[config.mk]
export PLATFORM = sky130hd
export DESIGN_NAME = inreg
export DESIGN_NICKNAME = d
export VERILOG_FILES = /design/src/rtl/inreg.sv
export SDC_FILE = /design/constraint.sdc
export NUM_CORES = 1
export LEC_CHECK = 0
export CORE_UTILIZATION = 35
export DETAILED_ROUTE_END_ITERATION = 8
export SLEW_MARGIN = 20
export SYNTH_ARGS = -nofsm -noshare
export SYNTH_HDL_FRONTEND = slang
export SYNTH_SLANG_ARGS = --single-unit
[constraint.sdc]
create_clock -name clk -period 3.4 [get_ports clk]
set_clock_uncertainty 0.05 [all_clocks]
set_input_delay 0.34 -clock clk [delete_from_list [all_inputs] [get_ports clk]]
set_output_delay 0.34 -clock clk [all_outputs]
set_load 0.01 [all_outputs]
[src/rtl/inreg.sv]
// inreg: LZW input bit buffer. Collects MSB-first bytes into a 32-bit
// MSB-aligned shift register and hands out 13-bit codes until the end code
// 13'h1FFF is consumed.
// Optional feature: define INREG_STATS_EN to count consumed codes on code_cnt.
module inreg (
  input  logic        clk,
  input  logic        rst,
  input  logic        start,
  input  logic        load_byte,
  input  logic [7:0]  io_byte,
  input  logic        read_code,
  input  logic        flush,
  output logic        need_byte,
  output logic        code_valid,
  output logic [12:0] code_data,
  output logic        eoc,
  output logic        tc_inreg,
  output logic        err,
  output logic [15:0] code_cnt
);

  localparam int unsigned SREG_W = 32;
  localparam int unsigned CNT_W  = 6;
  localparam int unsigned CODE_W = 13;
  localparam int unsigned BYTE_W = 8;

  localparam logic [CNT_W-1:0]  CNT_CODE  = CNT_W'(CODE_W);
  localparam logic [CNT_W-1:0]  CNT_BYTE  = CNT_W'(BYTE_W);
  localparam logic [CNT_W-1:0]  CNT_LDMAX = CNT_W'(SREG_W - BYTE_W);
  localparam logic [CODE_W-1:0] END_CODE  = 13'h1FFF;

  typedef enum logic [1:0] {
    ST_IDLE = 2'd0,
    ST_RUN  = 2'd1,
    ST_DONE = 2'd2
  } state_t;

  state_t              r_state;
  logic [SREG_W-1:0]   r_sreg;
  logic [CNT_W-1:0]    r_cnt;
  logic                r_err;

  logic                w_run;
  logic                w_rd_ok;
  logic                w_rd_err;
  logic [CNT_W-1:0]    w_cnt_base;
  logic [SREG_W-1:0]   w_sreg_base;
  logic                w_ld_ok;
  logic                w_ld_err;
  logic [CNT_W-1:0]    w_ld_sh;
  logic [SREG_W-1:0]   w_ld_bits;
  logic [SREG_W-1:0]   w_sreg_nxt;
  logic [CNT_W-1:0]    w_cnt_nxt;
  logic [CODE_W-1:0]   w_code;

  // Read is resolved first; a load is then judged against the post-read count
  assign w_run       = (r_state == ST_RUN);
  assign w_code      = r_sreg[SREG_W-1 -: CODE_W];
  assign w_rd_ok     = w_run && read_code && (r_cnt >= CNT_CODE);
  assign w_rd_err    = w_run && read_code && (r_cnt <  CNT_CODE);
  assign w_cnt_base  = w_rd_ok ? CNT_W'(r_cnt - CNT_CODE) : r_cnt;
  assign w_sreg_base = w_rd_ok ? (r_sreg << CODE_W) : r_sreg;
  assign w_ld_ok     = w_run && load_byte && (w_cnt_base <= CNT_LDMAX);
  assign w_ld_err    = w_run && load_byte && (w_cnt_base >  CNT_LDMAX);
  assign w_ld_sh     = CNT_W'(CNT_LDMAX - w_cnt_base);
  assign w_ld_bits   = SREG_W'(io_byte) << w_ld_sh;
  assign w_sreg_nxt  = w_ld_ok ? (w_sreg_base | w_ld_bits) : w_sreg_base;
  assign w_cnt_nxt   = w_ld_ok ? CNT_W'(w_cnt_base + CNT_BYTE) : w_cnt_base;

  // Control state machine and bit buffer; priority rst > start > flush > load/read
  always_ff @(posedge clk) begin
    if (rst) begin
      r_state <= ST_IDLE;
      r_sreg  <= '0;
      r_cnt   <= '0;
      r_err   <= 1'b0;
    end else if (start) begin
      r_state <= ST_RUN;
      r_sreg  <= '0;
      r_cnt   <= '0;
      r_err   <= 1'b0;
    end else if (flush) begin
      r_sreg  <= '0;
      r_cnt   <= '0;
    end else begin
      case (r_state)
        ST_RUN: begin
          r_sreg <= w_sreg_nxt;
          r_cnt  <= w_cnt_nxt;
          if (w_rd_err || w_ld_err) begin
            r_err <= 1'b1;
          end
          if (w_rd_ok && (w_code == END_CODE)) begin
            r_state <= ST_DONE;
          end
        end
        ST_IDLE, ST_DONE: begin
          r_state <= r_state;
        end
        default: begin
          r_state <= ST_IDLE;
        end
      endcase
    end
  end

`ifdef INREG_STATS_EN
  logic [15:0] r_code_cnt;

  // Count every accepted code, including the end code; wraps naturally
  always_ff @(posedge clk) begin
    if (rst || start) begin
      r_code_cnt <= '0;
    end else if (!flush && w_rd_ok) begin
      r_code_cnt <= 16'(r_code_cnt + 16'd1);
    end
  end

  assign code_cnt = r_code_cnt;
`else
  assign code_cnt = 16'h0000;
`endif

  // Status outputs decoded from registered state
  assign need_byte  = w_run && (r_cnt <= CNT_LDMAX);
  assign code_valid = w_run && (r_cnt >= CNT_CODE);
  assign code_data  = w_code;
  assign eoc        = (r_state == ST_DONE);
  assign tc_inreg   = (r_cnt == '0);
  assign err        = r_err;

endmodule

## Yosys cells after proc, flatten, opt, wreduce, memory -nomap -nowiden

Index checks and enable logic that the tools add are counted.

- $add $sub $neg: 3
- Multiply operators: 0
- Div/mod/pow operators: 0
- $lt $le $gt $ge: 5
- Equality and inequality tests: 7
- Shift operators: 1
- Multiplexer cells: 8
- Bitwise gates (word level): 3
- Reduce and logical (&&, ||, !) cells: 18

Operators by type and width:

| operator | count |
|---|---|
| $mux W32 | 2 |
| $or A32 B32 Y32 | 1 |
| $shl A8 B6 Y32 | 1 |
| $eq A13 B13 Y1 const B | 1 |
| $le A6 B5 Y1 const B | 2 |
| $mux W6 | 2 |
| $logic_and A1 B1 Y1 | 9 |
| $reduce_and A3 Y1 | 3 |
| $add A6 B4 Y6 const B | 1 |
| $ge A6 B4 Y1 const B | 1 |
| $gt A6 B5 Y1 const B | 1 |
| $logic_not A6 Y1 | 1 |
| $lt A6 B4 Y1 const B | 1 |
| $sub A5 B6 Y6 const A | 1 |
| $sub A6 B4 Y6 const B | 1 |
| $ne A2 B2 Y1 const B | 2 |
| $pmux W2 S2 | 1 |
| $reduce_or A2 Y1 | 2 |
| $ne A3 B2 Y1 const B | 1 |
| $reduce_or A3 Y1 | 1 |
| $eq A2 B1 Y1 const B | 1 |
| $eq A2 B2 Y1 const B | 1 |
| $logic_not A2 Y1 | 1 |
| $mux W1 | 2 |
| 4 further kinds | 5 |

- Flip-flop bits (word level): 41
- Latch bits: 0
- Memory bits (writable): 0
- ROM bits: 0
- Output and inout port bits: 34
- Logic and storage cells: 50
- Memories: 0

## Longest topological paths before layout

Gate-level depths: netlist (run 1).

- Depth in word-level cells: 8
- Depth in mapped cells: 16

## Worst setup path before layout (run 1)

OpenSTA, ideal clock, no wires.

- Path kind: register to register
- From: reg r_cnt[1]
- To: reg r_sreg[8]
- Data arrival time: 3,149 ps
- Data required time: 3,234 ps
- Slack: 86 ps
- Cell stages (with the launch flop): 15
- Buffers on the path: 2
- Period minus slack after synthesis: 3,314 ps
- Cells stage by stage: dfxtp_1 -> clkbuf_1 -> inv_2 -> ha_1 -> and2b_1 -> o21a_2 -> o31a_1 -> or2_1 -> buf_6 -> ha_1 -> nand2_1 -> a21oi_1 -> o21ai_1 -> a2111oi_0 -> a31o_1

- Cells in the longest elaborated chain, start to end: 7
- Elaborated cells on any way between the ends: 11
- Classes of those cells: add/sub: 2; order compare: 2; shift: 1; mux: 3; bitwise: 1; reduce/logical: 2

Ends and longest elaborated chain:

| what | RTL line | source |
|---|---|---|
| start, declared | 40 | `logic [CNT_W-1:0] r_cnt;` |
| start signal, assigned | 89 | `r_cnt <= w_cnt_nxt;` |
| $ge A6 B4 Y1 | 59 | `assign w_rd_ok = w_run && read_code && (r_cnt >= CNT_CODE);` |
| $logic_and A1 B1 Y1 | 59 |  |
| $mux W6 | 61 | `assign w_cnt_base = w_rd_ok ? CNT_W'(r_cnt - CNT_CODE) : r_cnt;` |
| $sub A5 B6 Y6 | 65 | `assign w_ld_sh = CNT_W'(CNT_LDMAX - w_cnt_base);` |
| $shl A8 B6 Y32 | 66 | `assign w_ld_bits = SREG_W'(io_byte) << w_ld_sh;` |
| $or A32 B32 Y32 | 67 | `assign w_sreg_nxt = w_ld_ok ? (w_sreg_base \| w_ld_bits) : w_sreg_base;` |
| $mux W32 (*) | 67 |  |
| end signal, assigned | 88 | `r_sreg <= w_sreg_nxt;` |
| end, declared | 39 | `logic [SREG_W-1:0] r_sreg;` |

Mark *: on every way between the ends. The rest lies on a longest branch, timed or not.
A chain may end at the register's enable or synchronous reset.

## Final worst setup path (run 1)

Same ends and word-level chain as after synthesis.

==> flow_metrics.tcl, run 1 <==
set metrics [dict create \
    gp_congestion 0.9724 \
    path_clk_slew_ns 0.09 \
    yosysSeqAreaShare_pct 24.73 \
    cts_setup_buffers 0 \
    hold_ws_ns 0.4391 \
    synth_cell_types 75 \
    drt_iter0_markers 261 \
    maxCapViolations 0 \
    seq_area_sq_um 820.8 \
    fin_cells 555 \
    dieWidth_microns 99.39 \
    clock-root-buffer "clkbuf_8" \
    grt_overflow_total 0 \
    criticalPathCategory "reg2reg" \
    fill_cells 965 \
    tritoncts "done" \
    required_ns 3.60 \
    cp_top_family "compound AO/OA/AOI/OAI gates" \
    synth-main-ff-cell "dfxtp_1" \
    fin_crit_sh_pct 92.14 \
    p_per_area_nw_per_um2 261.1 \
    critPathLaunchType "register" \
    nets 462 \
    async_flop_share_pct 0 \
    crit_chain "inv_2 -> ha_1 -> and2b_1 -> o21a_2 -> nor4_2 -> or2_1 -> ha_1 -> nand2_1 -> a21oi_1 -> o21ai_1 -> a2111oi_0 -> a31o_1" \
    hold_buffers 0 \
    core_area_sq_um 9196 \
    worstSkewPairLatency_ns 0.30 \
    max_slew_margin_pct 61.04 \
    setup_violations 0 \
    die-area_sq_um 9877 \
    multi_input_area_sq_um 2171 \
    final_common_cell "nand2_1" \
    slew_violations 0 \
    grt_pass1_wl_microns 15810 \
    clk_path_buf_depth 2 \
    syn-mean-instance-area_sq_um 7.720 \
    hpwl_microns 6967 \
    grt_max_degree 27 \
    arrival_ns 3.33 \
    grt_usage_pct 19.87 \
    hold_path.class "reg2reg" \
    start_util_pct 36.10 \
    drt_wl_total_microns 9443 \
    syn-cell-area_sq_um 3319 \
    synth_top_area_share_pct 24.73 \
    synth_seq_cells 41 \
    yosys.area.top_type "dfxtp_1" \
    final_cell_mix "nand2_1 (50), nor2_1 (48), dfxtp_1 (41)" \
    placedCellCount 548 \
    drive_gt1_share_pct 13.29 \
    io_buffers 31 \
    firstDrtPassIters 7 \
    crit_top_cell "ha_1" \
    synth_edf_count 0 \
    fmax_mhz 319.2 \
    grt_pass1_vias 3163 \
    h-tree-depth 2 \
    syn_to_final_growth_pct 11.46 \
    crit_path_max_incr_delay_ns 0.39 \
    slowest_stage "nor4_2" \
    critPathBufInv 1 \
    syn_inst 430 \
    crit_fanout 15 \
    antenna_found_initial 0 \
    yosys_warnings 0 \
    worst_setup_path_end_kind "register" \
    num_rows 35 \
    fin_crit_ns 3.133 \
    violations "DRC" \
    num_io_pins 48 \
    total_leakage_power_nw 1.255 \
    worst_pin_slew_ns 0.5783 \
    vias 3270 \
    hold_violations 0 \
    postRouteAntennaNets 0 \
    final_util_pct 40.23 \
    wl_per_cell_microns 17.01 \
    outcome "finished, violations left" \
    drc 2 \
    peakVddDrop_mv 0.1363 \
    rsz0062_at_grt "false" \
    cts_buffers 5 \
    synth_area_leaders "dfxtp_1 (25%), buf_4 (7.0%), nand2_1 (5.7%)" \
    fp.dieH_microns 99.39 \
    tns_ns 0 \
    cts_resized 0 \
    viasPerCell 5.892 \
    antenna_cells 0 \
    cts.sinks 41 \
]
[worst min-delay path: stages (launching register included)]
cell	delay, ns
dfxtp_1	0.32
nand2_1	0.05
a31oi_1	0.07
[path summary, 6_finish.rpt]
path | startpoint | to | slack [ns] | cells after the start
max | r_cnt[1]$_SDFFE_PP0N_ | r_sreg[8]$_SDFFE_PP0N_ | 0.27 | 12
min | r_sreg[2]$_SDFFE_PP0N_ | r_sreg[15]$_SDFFE_PP0N_ | 0.44 | 2
max reg2reg | r_cnt[1]$_SDFFE_PP0N_ | r_sreg[8]$_SDFFE_PP0N_ | 0.27 | 12
min reg2reg | r_sreg[2]$_SDFFE_PP0N_ | r_sreg[15]$_SDFFE_PP0N_ | 0.44 | 2
[state kept, by name, indices dropped and copies added, names as in the netlist]
signal,count
err,1
r_state,2
r_cnt,6
r_sreg,32
[synthesized netlist by cell type (4+ instances only)]
| cell type | number |
|---|---|
| nand2_1 | 50 |
| nor2_1 | 48 |
| dfxtp_1 | 41 |
| buf_4 | 31 |
| o21ai_0 | 23 |
| clkbuf_1 | 19 |
| a21oi_1 | 15 |
| a31oi_1 | 14 |
| nand3_1 | 14 |
| mux2i_1 | 13 |
| a22oi_1 | 10 |
| nor3_1 | 10 |
| inv_1 | 8 |
| o211ai_1 | 8 |
| mux2_2 | 6 |
| mux4_2 | 6 |
| nand2b_1 | 6 |
| and2_1 | 5 |
| xnor2_1 | 5 |
| a211o_1 | 4 |
| buf_2 | 4 |
| ha_1 | 4 |
[power by group]
part	total [W]	internal [W]	switching [W]	leakage, nW
registers	0.000489	0.000484	0.00000497	0.331
logic	0.000140	0.0000578	0.0000824	0.881
clock network	0.000337	0.000161	0.000176	0.0433
total	0.000966	0.000702	0.000264	1.26
[layout make-up]
cell class              instances  share of cell area (%)
repair buffers                 49                   12.04
well taps                     111                   3.754
clock inverters                 1                  0.2029
clock buffers                   6                   2.232
inverters                       9                  0.9131
multi-input cells             338                   58.67
flip-flops and latches         41                   22.18
[routing by layer]
layer	global-route usage [%]	share of wire [%]	vias up
met5	0	0	-
met4	7.466	2.5	0
met3	2.249	4.9	21
met2	33.33	47	146
met1	26.22	45	1541
li1	-	-	1562
[logic make-up (layout without fill, tap and decap cells)]
family | count (synthesis) | count (layout) | share of synthesized area [%]
xor+xnor | 6 | 6 | 1.583
simple gates | 162 | 162 | 23.03
buf+inv | 66 | 65 | 11.57
fa+ha+maj | 4 | 4 | 1.508
compound gates | 125 | 125 | 27.44
mux | 25 | 25 | 10.03
other cells | 1 | 16 | 0.1130
flops | 41 | 41 | 24.73
[stage by stage]
stage / setup slack (ns) / cell area (sq um) / total power, W
3_5_place_dp: 0.2538 / 3610 / 0.0006382
2_1_floorplan: 0.08589 / 3376 / 0.0005981
5_1_grt: 0.03858 / 3700 / 0.001006
3_3_place_gp: 0.2488 / 3610 / 0.0006382
6_report: 0.2674 / 3700 / 0.0009660
4_1_cts: 0.3001 / 3700 / 0.0009750
No activity file was read; power rests on OpenSTA's default activity.
==> run 2, diff against run 1 <==
--- a/config.mk
+++ b/config.mk
@@ -5,6 +5,8 @@
 export SDC_FILE = /design/constraint.sdc
 export NUM_CORES = 1
 export LEC_CHECK = 0
+export CAP_MARGIN = 10
+export CORE_MARGIN = 1.5
 export CORE_UTILIZATION = 35
 export DETAILED_ROUTE_END_ITERATION = 8
 export SLEW_MARGIN = 20
==> run 2 against run 1 <==
  * The flow now finishes without violations
  * Combinational power hardly changed
  * Fmax decreased by 1.8%
  * Non-clock buffer count increased by 4
  * Die area is 2.0% higher
  * Worst setup slack worse by 0.058 ns
  * Critical path type unchanged
  * Largest cell class unchanged
==> flow_metrics.tcl, run 2 (synthesis results as in run 1) <==
set metrics [dict create \
    crit_chain "inv_2 -> ha_1 -> and2b_1 -> o21a_2 -> buf_4 -> o41a_2 -> xnor2_1 -> buf_4 -> buf_4 -> mux2i_1 -> nand2_1 -> a31oi_1" \
    h-tree-depth 2 \
    syn_to_final_growth_pct 12.55 \
    die-area_sq_um 10080 \
    nets 466 \
    cts_resized 0 \
    peakVddDrop_mv 0.1727 \
    pwr-share-clk_pct 35.9 \
    max_slew_margin_pct 60.30 \
    hold_ws_ns 0.4323 \
    internal_power_w 0.0007065 \
    num_rows 35 \
    cts_buffers 5 \
    worst_pin_slew_ns 0.5893 \
    criticalPathCategory "reg2reg" \
    fin_crit_ns 3.190 \
    tritoncts "done" \
    power.total_w 0.0009842 \
    arrival_ns 3.37 \
    drive_gt1_share_pct 14.25 \
    final_cell_mix "nand2_1 (50), nor2_1 (48), dfxtp_1 (41)" \
    antenna_cells 0 \
    viasPerCell 5.827 \
    critPathLaunch "r_cnt[1]$_SDFFE_PP0N_" \
    critPathBufInv 4 \
    path_clk_slew_ns 0.08 \
    hold_violations 0 \
    grt_pass1_vias 3045 \
    p_sw_w 0.0002778 \
    drt_iter0_markers 347 \
    worstHoldStart "r_sreg[15]$_SDFFE_PP0N_" \
    required_ns 3.58 \
    worst_setup_path_end_kind "register" \
    slew_violations 0 \
    grt_pass1_wl_microns 15680 \
    clock-root-buffer "clkbuf_8" \
    firstDrtPassIters 5 \
    r2r-start "r_cnt[1]$_SDFFE_PP0N_" \
    setup_violations 0 \
    dieWidth_microns 100.4 \
    top_register "r_sreg" \
    sw_frac_of_total_pct 28.22 \
    largestRegisters "r_sreg: 32 flops, r_cnt: 6 flops, r_state: 2 flops" \
    io_buffers 31 \
    crit_fanout 10 \
    vias 3263 \
    grt_max_degree 26 \
    slowest_stage "o41a_2" \
    antenna_found_initial 0 \
    grt_overflow_total 0 \
    outcome "completed" \
    drt_wl_total_microns 9549 \
    hold_path.class "reg2reg" \
    wl_per_cell_microns 17.05 \
    core_area_sq_um 9196 \
    combPwrFrac_pct 14.4 \
    seq_power_share_pct 49.7 \
    clk_path_buf_depth 2 \
    fin_crit_sh_pct 93.83 \
    postRouteAntennaNets 0 \
    rsz0062_at_grt "false" \
    p_per_area_nw_per_um2 263.4 \
    crit_path_max_incr_delay_ns 0.55 \
    start_util_pct 36.10 \
    grt_usage_pct 19.54 \
    total_leakage_power_nw 1.283 \
    largest_reg_flops 32 \
    worstSkewPairLatency_ns 0.31 \
    maxCapViolations 0 \
    cts.sinks 41 \
    cts_setup_buffers 0 \
    fmax_mhz 313.5 \
    cp_top_family "compound AO/OA/AOI/OAI gates" \
    gp_congestion 0.9553 \
    final_common_cell "nand2_1" \
    fp.dieH_microns 100.4 \
    tns_ns 0 \
    hpwl_microns 7163 \
    num_io_pins 48 \
    drc 0 \
    critPathLaunchType "register" \
    hold_buffers 0 \
    crit_top_cell "buf_4" \
]
## run 2: power groups by stage
| stage | clock (W) | combinational [W] | sequential [W] |
|---|---|---|---|
| floorplan | 0 | 0.000100 | 0.000498 |
| global placement | 0 | 0.000138 | 0.000500 |
| detailed placement | 0 | 0.000139 | 0.000500 |
| CTS | 0.000358 | 0.000139 | 0.000489 |
| global route | 0.000381 | 0.000154 | 0.000490 |
| finish | 0.000354 | 0.000142 | 0.000489 |
## run 2: worst min-delay path, cell delays in order, from the launching register on
cell     delay (ns)
dfxtp_1        0.31
nand2_1        0.05
a31oi_1        0.07
## run 2: final timing paths
path / end / slack (ns) / cells past startpoint
worst min-delay path: r_sreg[15]$_SDFFE_PP0N_ / 0.43 / 2
worst max-delay path: r_sreg[25]$_SDFFE_PP0N_ / 0.21 / 12
worst min register to register: r_sreg[15]$_SDFFE_PP0N_ / 0.43 / 2
worst max register to register: r_sreg[25]$_SDFFE_PP0N_ / 0.21 / 12
## run 2: final cells by class
class	instances	area, sq um
tap	111	138.9
clock buffer	6	82.58
clock inverter	2	13.76
sequential	41	820.8
timing repair buffer	53	475.5
multi-input combinational	338	2171
fill	936	5460
inverter	9	33.78
## run 2: metal layers
layer	vias up	global-route usage, %	wire length (microns)
li1	1563	-	-
met4	0	8.126	302
met5	-	0	0
met1	1548	26.14	4377
met2	126	32.03	4430
met3	26	2.159	439
## run 2: stage by stage
| stage | setup slack (ns) | utilization (%) | instances | cell area, sq um |
|---|---|---|---|---|
| 2_1_floorplan | 0.08589 | - | 445 | 3376 |
| 3_3_place_gp | 0.1659 | 39.58 | 552 | 3640 |
| 3_5_place_dp | 0.1432 | 39.58 | 552 | 3640 |
| 4_1_cts | 0.2528 | 40.63 | 560 | 3736 |
| 5_1_grt | 0.04398 | 40.63 | 560 | 3736 |
| 6_report | 0.2098 | 40.63 | 560 | 3736 |
